**src/rtl/systolic_pkg.sv**
```systemverilog
// -----------------------------------------------------------------------------
// systolic_pkg
//   Shared definitions for the systolic array sequencer:
//     - default array dimension and operand-buffer widths
//     - sequencer state encoding
//     - run_len(): number of RUN cycles for an inner dimension K on an NxN grid
//   No ports (package).
// -----------------------------------------------------------------------------
`timescale 1ns/1ps

package systolic_pkg;

    localparam int DEF_ARRAY_N = 4;   // PEs per row/column
    localparam int DEF_K_W     = 8;   // width of inner-dimension length K
    localparam int DEF_ADDR_W  = 8;   // operand buffer address width (>= K_W)

    typedef enum logic [2:0] {
        ST_IDLE  = 3'd0,
        ST_CLEAR = 3'd1,
        ST_RUN   = 3'd2,
        ST_DRAIN = 3'd3,
        ST_DONE  = 3'd4
    } seq_state_e;

    // K reads, plus 2N-1 cycles for the wavefront to reach and leave PE(N-1,N-1).
    function automatic int unsigned run_len(input int unsigned k, input int unsigned n);
        return k + 2 * n - 1;
    endfunction

endpackage

```
**src/rtl/systolic_wavefront_gen.sv**
```systemverilog
// -----------------------------------------------------------------------------
// systolic_wavefront_gen
//   Combinational per-PE accumulate-enable generator. PE(i,j) sees its first
//   operand pair one cycle after the buffer read (read latency) plus i+j cycles
//   of lane skew, and accumulates for K consecutive cycles:
//       acc_en[i*N+j] = (i+j+1 <= c <= i+j+K)
//   Ports:
//     c       in   CNT_W          RUN cycle counter
//     k_len   in   K_W            latched inner dimension K
//     acc_en  out  ARRAY_N^2      per-PE accumulate enable (unregistered)
// -----------------------------------------------------------------------------
`timescale 1ns/1ps

module systolic_wavefront_gen
    import systolic_pkg::*;
#(
    parameter int ARRAY_N = DEF_ARRAY_N,
    parameter int K_W     = DEF_K_W,
    parameter int CNT_W   = DEF_K_W + $clog2(DEF_ARRAY_N) + 2
) (
    input  logic [CNT_W-1:0]           c,
    input  logic [K_W-1:0]             k_len,
    output logic [ARRAY_N*ARRAY_N-1:0] acc_en
);

    logic [CNT_W-1:0] k_ext;
    assign k_ext = CNT_W'(k_len);

    for (genvar i = 0; i < ARRAY_N; i++) begin : g_row
        for (genvar j = 0; j < ARRAY_N; j++) begin : g_col
            localparam logic [CNT_W-1:0] SKEW = CNT_W'(i + j);
            // c > SKEW is the same as c >= i+j+1; CNT_W is wide enough that
            // SKEW + K cannot overflow.
            assign acc_en[i*ARRAY_N+j] = (c > SKEW) && (c <= SKEW + k_ext);
        end
    end

endmodule

```
**src/rtl/systolic_seq_ctrl.sv**
```systemverilog
// -----------------------------------------------------------------------------
// systolic_seq_ctrl
//   Sequencer for an ARRAY_N x ARRAY_N output-stationary systolic array.
//   IDLE -> CLEAR (1 cycle accumulator clear) -> RUN (operand reads + diagonal
//   accumulate wavefront) -> DRAIN (rows out over valid/ready) -> DONE -> IDLE.
//   K=0 skips RUN. All outputs are registered from next-state values, so each
//   output describes the state the sequencer is currently in.
//
//   Optional feature: define SYSTOLIC_SEQ_CTRL_PERF_EN to enable a 32-bit
//   saturating job cycle counter on perf_cycles_o (tied to 0 otherwise).
//
//   Ports:
//     clk            in   1          clock
//     rst            in   1          synchronous active-high reset
//     start_i        in   1          start request, sampled only in IDLE
//     k_len_i        in   K_W        inner dimension K, latched with start_i
//     busy_o         out  1          high in every state except IDLE
//     done_o         out  1          one-cycle job-complete pulse
//     acc_clr_o      out  1          accumulator clear to all PEs
//     rd_en_o        out  1          operand buffer read enable
//     rd_addr_o      out  ADDR_W     operand buffer read address
//     acc_en_o       out  N*N        per-PE accumulate enable, bit i*N+j = PE(i,j)
//     out_valid_o    out  1          result row available
//     out_row_o      out  clog2(N)   index of the row being drained
//     out_ready_i    in   1          downstream accepts a row
//     perf_cycles_o  out  32         job cycle count
//   ARRAY_N must be >= 2.
// -----------------------------------------------------------------------------
`timescale 1ns/1ps

module systolic_seq_ctrl
    import systolic_pkg::*;
#(
    parameter int ARRAY_N = DEF_ARRAY_N,
    parameter int K_W     = DEF_K_W,
    parameter int ADDR_W  = DEF_ADDR_W
) (
    input  logic                         clk,
    input  logic                         rst,
    input  logic                         start_i,
    input  logic [K_W-1:0]               k_len_i,
    output logic                         busy_o,
    output logic                         done_o,
    output logic                         acc_clr_o,
    output logic                         rd_en_o,
    output logic [ADDR_W-1:0]            rd_addr_o,
    output logic [ARRAY_N*ARRAY_N-1:0]   acc_en_o,
    output logic                         out_valid_o,
    output logic [$clog2(ARRAY_N)-1:0]   out_row_o,
    input  logic                         out_ready_i,
    output logic [31:0]                  perf_cycles_o
);

    localparam int ROW_W = $clog2(ARRAY_N);
    localparam int CNT_W = K_W + $clog2(ARRAY_N) + 2;

    localparam logic [2:0] S_IDLE  = ST_IDLE;
    localparam logic [2:0] S_CLEAR = ST_CLEAR;
    localparam logic [2:0] S_RUN   = ST_RUN;
    localparam logic [2:0] S_DRAIN = ST_DRAIN;
    localparam logic [2:0] S_DONE  = ST_DONE;

    localparam logic [ROW_W-1:0] LAST_ROW = ROW_W'(ARRAY_N - 1);

    logic [2:0]       state_q, state_n;
    logic [CNT_W-1:0] c_q, c_n;
    logic [ROW_W-1:0] r_q, r_n;
    logic [K_W-1:0]   k_q, k_n;
    logic [CNT_W-1:0] last_c;
    logic             run_n;
    logic             rd_hit_n;
    logic [ARRAY_N*ARRAY_N-1:0] wave_n;

    assign last_c = CNT_W'(run_len(32'(k_q), 32'(ARRAY_N)) - 32'd1);

    // NOTE: every variable gets a default at the top of always_comb so no path
    // leaves it unassigned; otherwise synthesis infers a latch.
    always_comb begin
        state_n = state_q;
        c_n     = c_q;
        r_n     = r_q;
        k_n     = k_q;
        case (state_q)
            S_IDLE: begin
                if (start_i) begin
                    state_n = S_CLEAR;
                    k_n     = k_len_i;
                end
            end
            S_CLEAR: begin
                c_n     = '0;
                r_n     = '0;
                state_n = (k_q == '0) ? S_DRAIN : S_RUN;
            end
            S_RUN: begin
                if (c_q == last_c) begin
                    state_n = S_DRAIN;
                    r_n     = '0;
                end else begin
                    c_n = c_q + CNT_W'(1);
                end
            end
            S_DRAIN: begin
                if (out_valid_o && out_ready_i) begin
                    if (r_q == LAST_ROW) begin
                        state_n = S_DONE;
                    end else begin
                        r_n = r_q + ROW_W'(1);
                    end
                end
            end
            S_DONE:  state_n = S_IDLE;
            default: state_n = S_IDLE;
        endcase
    end

    assign run_n    = (state_n == S_RUN);
    assign rd_hit_n = run_n && (c_n < CNT_W'(k_n));

    systolic_wavefront_gen #(
        .ARRAY_N (ARRAY_N),
        .K_W     (K_W),
        .CNT_W   (CNT_W)
    ) u_wavefront (
        .c      (c_n),
        .k_len  (k_n),
        .acc_en (wave_n)
    );

    // NOTE: sequential state uses non-blocking assignments so every register
    // samples pre-edge values, independent of statement order.
    always_ff @(posedge clk) begin
        if (rst) begin
            state_q     <= S_IDLE;
            c_q         <= '0;
            r_q         <= '0;
            k_q         <= '0;
            busy_o      <= 1'b0;
            done_o      <= 1'b0;
            acc_clr_o   <= 1'b0;
            rd_en_o     <= 1'b0;
            rd_addr_o   <= '0;
            acc_en_o    <= '0;
            out_valid_o <= 1'b0;
            out_row_o   <= '0;
        end else begin
            state_q     <= state_n;
            c_q         <= c_n;
            r_q         <= r_n;
            k_q         <= k_n;
            busy_o      <= (state_n != S_IDLE);
            done_o      <= (state_n == S_DONE);
            acc_clr_o   <= (state_n == S_CLEAR);
            rd_en_o     <= rd_hit_n;
            rd_addr_o   <= rd_hit_n ? ADDR_W'(c_n) : '0;
            acc_en_o    <= run_n ? wave_n : '0;
            out_valid_o <= (state_n == S_DRAIN);
            out_row_o   <= (state_n == S_DRAIN) ? r_n : '0;
        end
    end

`ifdef SYSTOLIC_SEQ_CTRL_PERF_EN
    logic [31:0] perf_q;

    // Counts cycles with busy_o high. Loading 1 on start acceptance accounts
    // for the CLEAR cycle, so the value seen during DONE is already final and
    // holds through IDLE until the next start.
    always_ff @(posedge clk) begin
        if (rst) begin
            perf_q <= '0;
        end else if (state_q == S_IDLE && start_i) begin
            perf_q <= 32'd1;
        end else if (state_n != S_IDLE && perf_q != '1) begin
            perf_q <= perf_q + 32'd1;
        end
    end

    assign perf_cycles_o = perf_q;
`else
    assign perf_cycles_o = '0;
`endif

endmodule

```
**config.mk**
```make
export PLATFORM = sky130hd
export DESIGN_NAME = systolic_seq_ctrl
export DESIGN_NICKNAME = d
export VERILOG_FILES = /design/src/rtl/systolic_pkg.sv /design/src/rtl/systolic_wavefront_gen.sv /design/src/rtl/systolic_seq_ctrl.sv
export SDC_FILE = /design/constraint.sdc
export NUM_CORES = 1
export LEC_CHECK = 0
export ABC_CLOCK_PERIOD_IN_PS = 8900
export BUFFER_PORTS_ARGS = -buffer_cell sky130_fd_sc_hd__buf_2
export CAP_MARGIN = 20
export CELL_PAD_IN_SITES_DETAIL_PLACEMENT = 1
export CELL_PAD_IN_SITES_GLOBAL_PLACEMENT = 2
export CORE_ASPECT_RATIO = 0.6
export CORE_MARGIN = 5
export CORE_UTILIZATION = 37
export CTS_CLUSTER_DIAMETER = 60
export DETAILED_ROUTE_END_ITERATION = 10
export HOLD_SLACK_MARGIN = 0.05
export PLACE_DENSITY = 0.9
export SKIP_LAST_GASP = 1
export SLEW_MARGIN = 10
export SYNTH_ARGS = -nofsm -noshare
export SYNTH_HDL_FRONTEND = slang
export SYNTH_SLANG_ARGS = --single-unit
export TNS_END_PERCENT = 1
```
**constraint.sdc**
```tcl
create_clock -name clk -period 8.9 [get_ports clk]
set_clock_uncertainty 0.2 [all_clocks]
set_input_delay 2.225 -clock clk [delete_from_list [all_inputs] [get_ports clk]]
set_output_delay 2.225 -clock clk [all_outputs]
set_load 0.05 [all_outputs]
```
Word-level counts from Yosys, hierarchy flattened
Cells that the tools add are included.
Storage, ports and cells
  register bits after elaboration: 56
  output and inout bits: 63
  input bits: 12
  word-level logic and storage cells: 79
Operators by class
  order comparisons: 15
  add/sub/neg operators: 11
  muxes and demuxes: 14
  equal/unequal tests: 9
  bitwise operators: 3
  reduce and logical (&&, ||, !) cells: 15
Operators by type and width (number)
  12-bit less-or-equal comparator: 6
  12-bit by 3-bit > comparator with 1-bit output, second input constant: 3
  3-bit by 8-bit adder with 9-bit output, first input constant: 3
  12-bit by 1-bit > comparator with 1-bit output, second input constant: 2
  12-bit by 2-bit > comparator with 1-bit output, second input constant: 2
  12-bit one-hot mux with 2 select lines: 1
  2-bit by 8-bit adder with 9-bit output, first input constant: 2
  8-bit two-way mux: 2
  12-bit by 1-bit adder with 12-bit output, second input constant: 1
  12-bit == test: 1
  3-bit by 2-bit == test with 1-bit output, second input constant: 4
  12-bit by 8-bit less-or-equal comparator with 1-bit output: 1
  12-bit by 8-bit less-than comparator with 1-bit output: 1
  12-bit two-way mux: 1
  3-bit two-way mux: 4
  3-bit one-hot mux with 4 select lines: 1
  10-bit by 2-bit subtractor with 11-bit output, second input constant: 1
  9-bit by 1-bit subtractor with 10-bit output, second input constant: 1
  1-bit by 8-bit adder with 9-bit output, first input constant: 1
  8-bit by 4-bit adder with 9-bit output, second input constant: 1
  1-bit logical AND: 9
  8-bit zero test: 1
  3-bit by 1-bit == test with 1-bit output, second input constant: 2
  2-bit two-way mux: 3
  9 further kinds: 13

Longest topological paths before layout
  depth after elaboration: 10
  depth in mapped cells: 21
  depth with buffers taken out: 19

Hierarchy
From an unflattened synthesis, not the netlist that was laid out.
Unflattened totals
  cells, all modules: 644
  area total of the unflattened synthesis: 5297.6 um^2
Modules (own cells, without submodules)
  systolic_seq_ctrl: seq. area each 1121.1 um^2, instances 1, cells each 377, area an instance 3293.2 um^2
  systolic_wavefront_gen: seq. area each 0.0 um^2, instances 1, cells each 267, area an instance 2004.4 um^2

Least setup slack after synthesis
Ideal clock, no wire load.
  kind: input to register
  start: in start_i
  end: reg acc_en_o[8]
  path buffers: 1
  cell stages on the path: 16
  data required time: 8.572 ns
  data arrival time: 5.701 ns
  setup slack: 2.870 ns
  setup time: 0.128 ns
  cell sequence: nor4b_1 buf_2 mux2i_1 inv_1 ha_1 nand2_1 nor3_1 xor2_1 ha_1 inv_1 o31ai_1 a21oi_1 o21a_1 a221o_2 a221oi_1 a211oi_1
On the way
  longest elaborated chain between the ends: 5
  elaborated cells between the ends (all ways): 10
  classes of those cells: 1 x add/sub; 1 x order compare; 1 x eq/ne; 4 x mux; 1 x bitwise; 2 x reduce/logical
Ends and longest elaborated chain
  start: declaration: RTL line systolic_seq_ctrl.sv:40  | input logic start_i,
  8-bit two-way mux: RTL line systolic_seq_ctrl.sv:85  | if (start_i) begin
  8-bit two-way mux: RTL line systolic_seq_ctrl.sv:83  | case (state_q)
  named net k_n[2]: RTL line systolic_seq_ctrl.sv:68  | logic [K_W-1:0] k_q, k_n;
  2-bit by 8-bit adder with 9-bit output: RTL line systolic_wavefront_gen.sv:34  | assign acc_en[i*ARRAY_N+j] = (c > SKEW) && (c <= SKEW + k_ext);
  12-bit less-or-equal comparator: RTL line systolic_wavefront_gen.sv:34
  1-bit logical AND: RTL line systolic_wavefront_gen.sv:34
  end signal: assignment: RTL line systolic_seq_ctrl.sv:156  | acc_en_o <= run_n ? wave_n : '0;
  end: declaration: RTL line systolic_seq_ctrl.sv:47  | output logic [ARRAY_N*ARRAY_N-1:0] acc_en_o,
The timed path passes the listed nets, and every way through them passes these cells.
A chain may end at the register's enable or synchronous reset.

Worst setup path in the final report
Same ends and word-level chain as after synthesis.

==> impl_metrics.json <==
{
  "outcome": "completed",
  "cts.sinks": 47,
  "power.density_nw_per_um2": 146,
  "pre_cts_ws_ps": 2300,
  "cp-end-kind": "flop",
  "power.switching_uw": 293,
  "synthDistinctLibCells": 85,
  "syn_inst": 581,
  "io_buffers": 42,
  "slew_violations": 0,
  "ctsResizeCount": 0,
  "setup_viol": 0,
  "reg2reg_to": "rd_addr_o[5]",
  "wl_per_cell_um": 20.1,
  "sw_frac_of_total_pct": 39.7,
  "crit_arrival_ps": 6290,
  "antenna_found_initial": 0,
  "hold_depth": 2,
  "routabilityCongestion": 0.948,
  "drive_gt1_share_pct": 15.4,
  "ir_worst_vdd_mv": 0.0754,
  "grt_max_degree": 28,
  "comb_power_share_pct": 38.0,
  "initial_core_util_pct": 37.5,
  "ys_ff_latch": 47,
  "netlist_area_um2": 4780,
  "fin_setup_tns_ps": 0,
  "chipHeight_um": 98.1,
  "reg2reg_from": "k_q[0]",
  "die_area_um2": 15400,
  "required_ps": 8870,
  "clockRootBuffer": "clkbuf_16",
  "synth.avg_cell_area_um2": 8.24,
  "place_inst": 766,
  "rsz0062_at_grt": "false",
  "cts_made_buffers": 5,
  "viasPerCell": 5.58,
  "slowest_delay_ps": 870,
  "critPathMaxFanout": 11,
  "p_leak_nw": 2.29,
  "drt_iter0_markers": 273,
  "core-area_um2": 12800,
  "finalHoldViolCount": 0,
  "min_period_ps": 6330,
  "hold-path-endpoint": "r_q[1]",
  "max_freq_mhz": 158,
  "critPathLaunchType": "input pin",
  "overflow": 0,
  "fin_ws_ps": 2570,
  "tritoncts": "yes",
  "p_int_uw": 443,
  "finalNonFillerCells": 774,
  "seq_power_share_pct": 31.4,
  "yosysSeqAreaShare_pct": 19.7,
  "post-cts-setup-buffer-count": 0,
  "yosysWarnings": 0,
  "tightest_slew_ps": 1020,
  "slew_headroom_pct": 30.0,
  "synth_edf_count": 0,
  "ant_nets": 0,
  "ios": 75,
  "firstDrtPassIters": 4,
  "route.detailed.drc": 0,
  "crit_slowest_cell": "mux2i_1",
  "dp_hpwl_um": 12500,
  "cts_htree_levels": 2,
  "r2r_cells": 18,
  "path_clk_slew_ps": 70,
  "num_rows": 32,
  "clk_latency_ps": 300,
  "dieWidth_um": 157,
  "worst-setup-path-type": "input pin to flop",
  "fin_nets": 673,
  "p_clk_share_pct": 30.7,
  "fin_crit_sh_pct": 71.1,
  "grt_use_total_pct": 20.0,
  "postCtsHoldBufs": 0,
  "grt_pass1_vias": 4358,
  "reg2reg_slack_ps": 3210,
  "cap_violations": 0,
  "async_flop_share_pct": 0,
  "min_path_type": "flop to flop",
  "wirelength_um": 15500,
  "vias": 4319,
  "grt_pass1_wl_um": 24200,
  "cp_cell_sequence": "buf_2 -> nor4b_2 -> buf_4 -> mux2i_1 -> inv_1 -> ha_1 -> nand2_1 -> nor3_1 -> xor2_1 -> ha_1 -> inv_1 -> o31ai_1 -> a21oi_1 -> o21a_1 -> a221o_2 -> a221oi_1 -> a211oi_1",
  "ys.flop_type": "dfxtp_1",
  "hp-start": "r_q[1]",
  "area_growth_pct": 5.62,
  "diodes": 0,
  "clockBufferDepth": 2
}
[logic make-up after synthesis]
group                      count (synthesis)  synth area share, %
DFF                                       47                 19.7
AOI/OAI and AO/OA                        110                 17.5
buffers and inverters                     95                 12.9
xor gates and xnor gates                  52                 9.52
and+or+nand+nor                          202                 21.4
other                                      1               0.0784
muxes                                     13                 3.09
adders and majority gates                 61                 15.8
[power groups by stage]
stage               Sequential (mW)  Clock, mW  Combinational, mW
CTS                           0.230      0.230              0.276
floorplan                     0.235          0              0.219
global placement              0.235          0              0.260
finish                        0.231      0.226              0.279
detailed placement            0.235          0              0.273
global route                  0.232      0.243              0.303
[routing by layer]
| metal | vias to the layer above | wire (µm) | part of all wire (%) | GRT usage (%) |
|---|---|---|---|---|
| li1 | 2013 | - | - | - |
| met1 | 2148 | 7970 | 51 | 31.1 |
| met2 | 146 | 6370 | 41 | 28.8 |
| met3 | 12 | 1120 | 7.2 | 4.38 |
| met4 | 0 | 94 | 0.60 | 2.67 |
| met5 | - | 0 | 0 | 0 |
[sequential cells by signal, summed over array words and instances, names as in the netlist]
| signal | flops |
|---|---|
| rd_addr_o | 8 |
| done_o | 1 |
| acc_en_o | 7 |
| state_q | 3 |
| r_q | 2 |
| acc_clr_o | 1 |
| rd_en_o | 1 |
| busy_o | 1 |
| k_q | 8 |
| out_row_o | 2 |
| out_valid_o | 1 |
| c_q | 12 |
[worst max-delay path: cells and delay by family]
kind / cells / cell delay (ps)
compound gates: 6 / 1340
xor+xnor: 1 / 150
fa+ha+maj: 2 / 670
buf+inv: 4 / 690
mux: 1 / 870
simple gates: 3 / 350
[cells in the final DEF (no fill, tap or decap), types with 4 or more instances in the layout]
cell type  count
o211ai_1       5
or2_2          5
xnor2_1       29
a21o_1        11
a31oi_1        5
buf_2         42
dfxtp_1       47
mux2i_1        8
ha_1          58
inv_1         27
xor2_1        23
nor3_1        13
conb_1        32
buf_4          8
clkbuf_16      5
a221oi_1       4
o21a_1         5
nor2_1        66
o21ai_0        9
a211o_1        4
nor4_1         4
o22ai_1        4
and3_1         6
nand4_1       11
nand2_1       41
nor2b_1        7
nand3_1       16
a21oi_1       27
a211oi_1       7
nand2b_1       7
[worst max path at each step]
stage	from	end	slack (ps)	cells past startpoint
floorplan	start_i	acc_en_o[8]	2870	16
global placement	start_i	acc_en_o[8]	2680	17
detailed placement	start_i	acc_en_o[8]	2300	17
CTS	start_i	acc_en_o[8]	2590	17
global route	start_i	acc_en_o[8]	2420	17
finish	start_i	acc_en_o[8]	2570	17
[stage by stage]
stage / utilization, % / area (µm²) / total power [mW] / hold WS [ps]
5_1_grt: 39.6 / 5050 / 0.778 / 379
4_1_cts: 39.6 / 5050 / 0.736 / 353
3_3_place_gp: 38.2 / 4880 / 0.494 / 311
3_5_place_dp: 38.2 / 4880 / 0.508 / 337
2_1_floorplan: - / 4900 / 0.453 / 287
6_report: 39.6 / 5050 / 0.736 / 349
[final cells by class]
| cell class | count | area, µm² |
|---|---|---|
| repair buffers | 50 | 270 |
| clock inverters | 3 | 46.3 |
| multi-input cells | 470 | 3350 |
| clock buffers | 5 | 125 |
| inverters | 29 | 111 |
| fillers | 1570 | 7720 |
| flip-flops and latches | 47 | 941 |
| well taps | 170 | 213 |
[Yosys cell counts (all sizes together) (5+ instances only)]
cell type  number  area (µm²)
nor2           66         248
a211oi          7        52.6
nand3          16        80.1
clkbuf         14        73.8
o22ai           5        37.5
dfxtp          47         941
ha             58         726
and3            6        37.5
o21a            6        46.3
o211ai          5        37.5
nand2b          7        43.8
xnor2          29         254
buf            50         383
a21oi          27         135
o21ai          10        50.0
nand4          11        68.8
a21o           11        82.6
nor4            5        46.3
a221oi          5        50.0
inv            29         111
xor2           23         201
nand2          41         154
or2             5        31.3
mux2i           9         103
nor3           14        75.1
a31oi           5        31.3
nor2b           7        43.8
(Power assumes the default switching activity.)
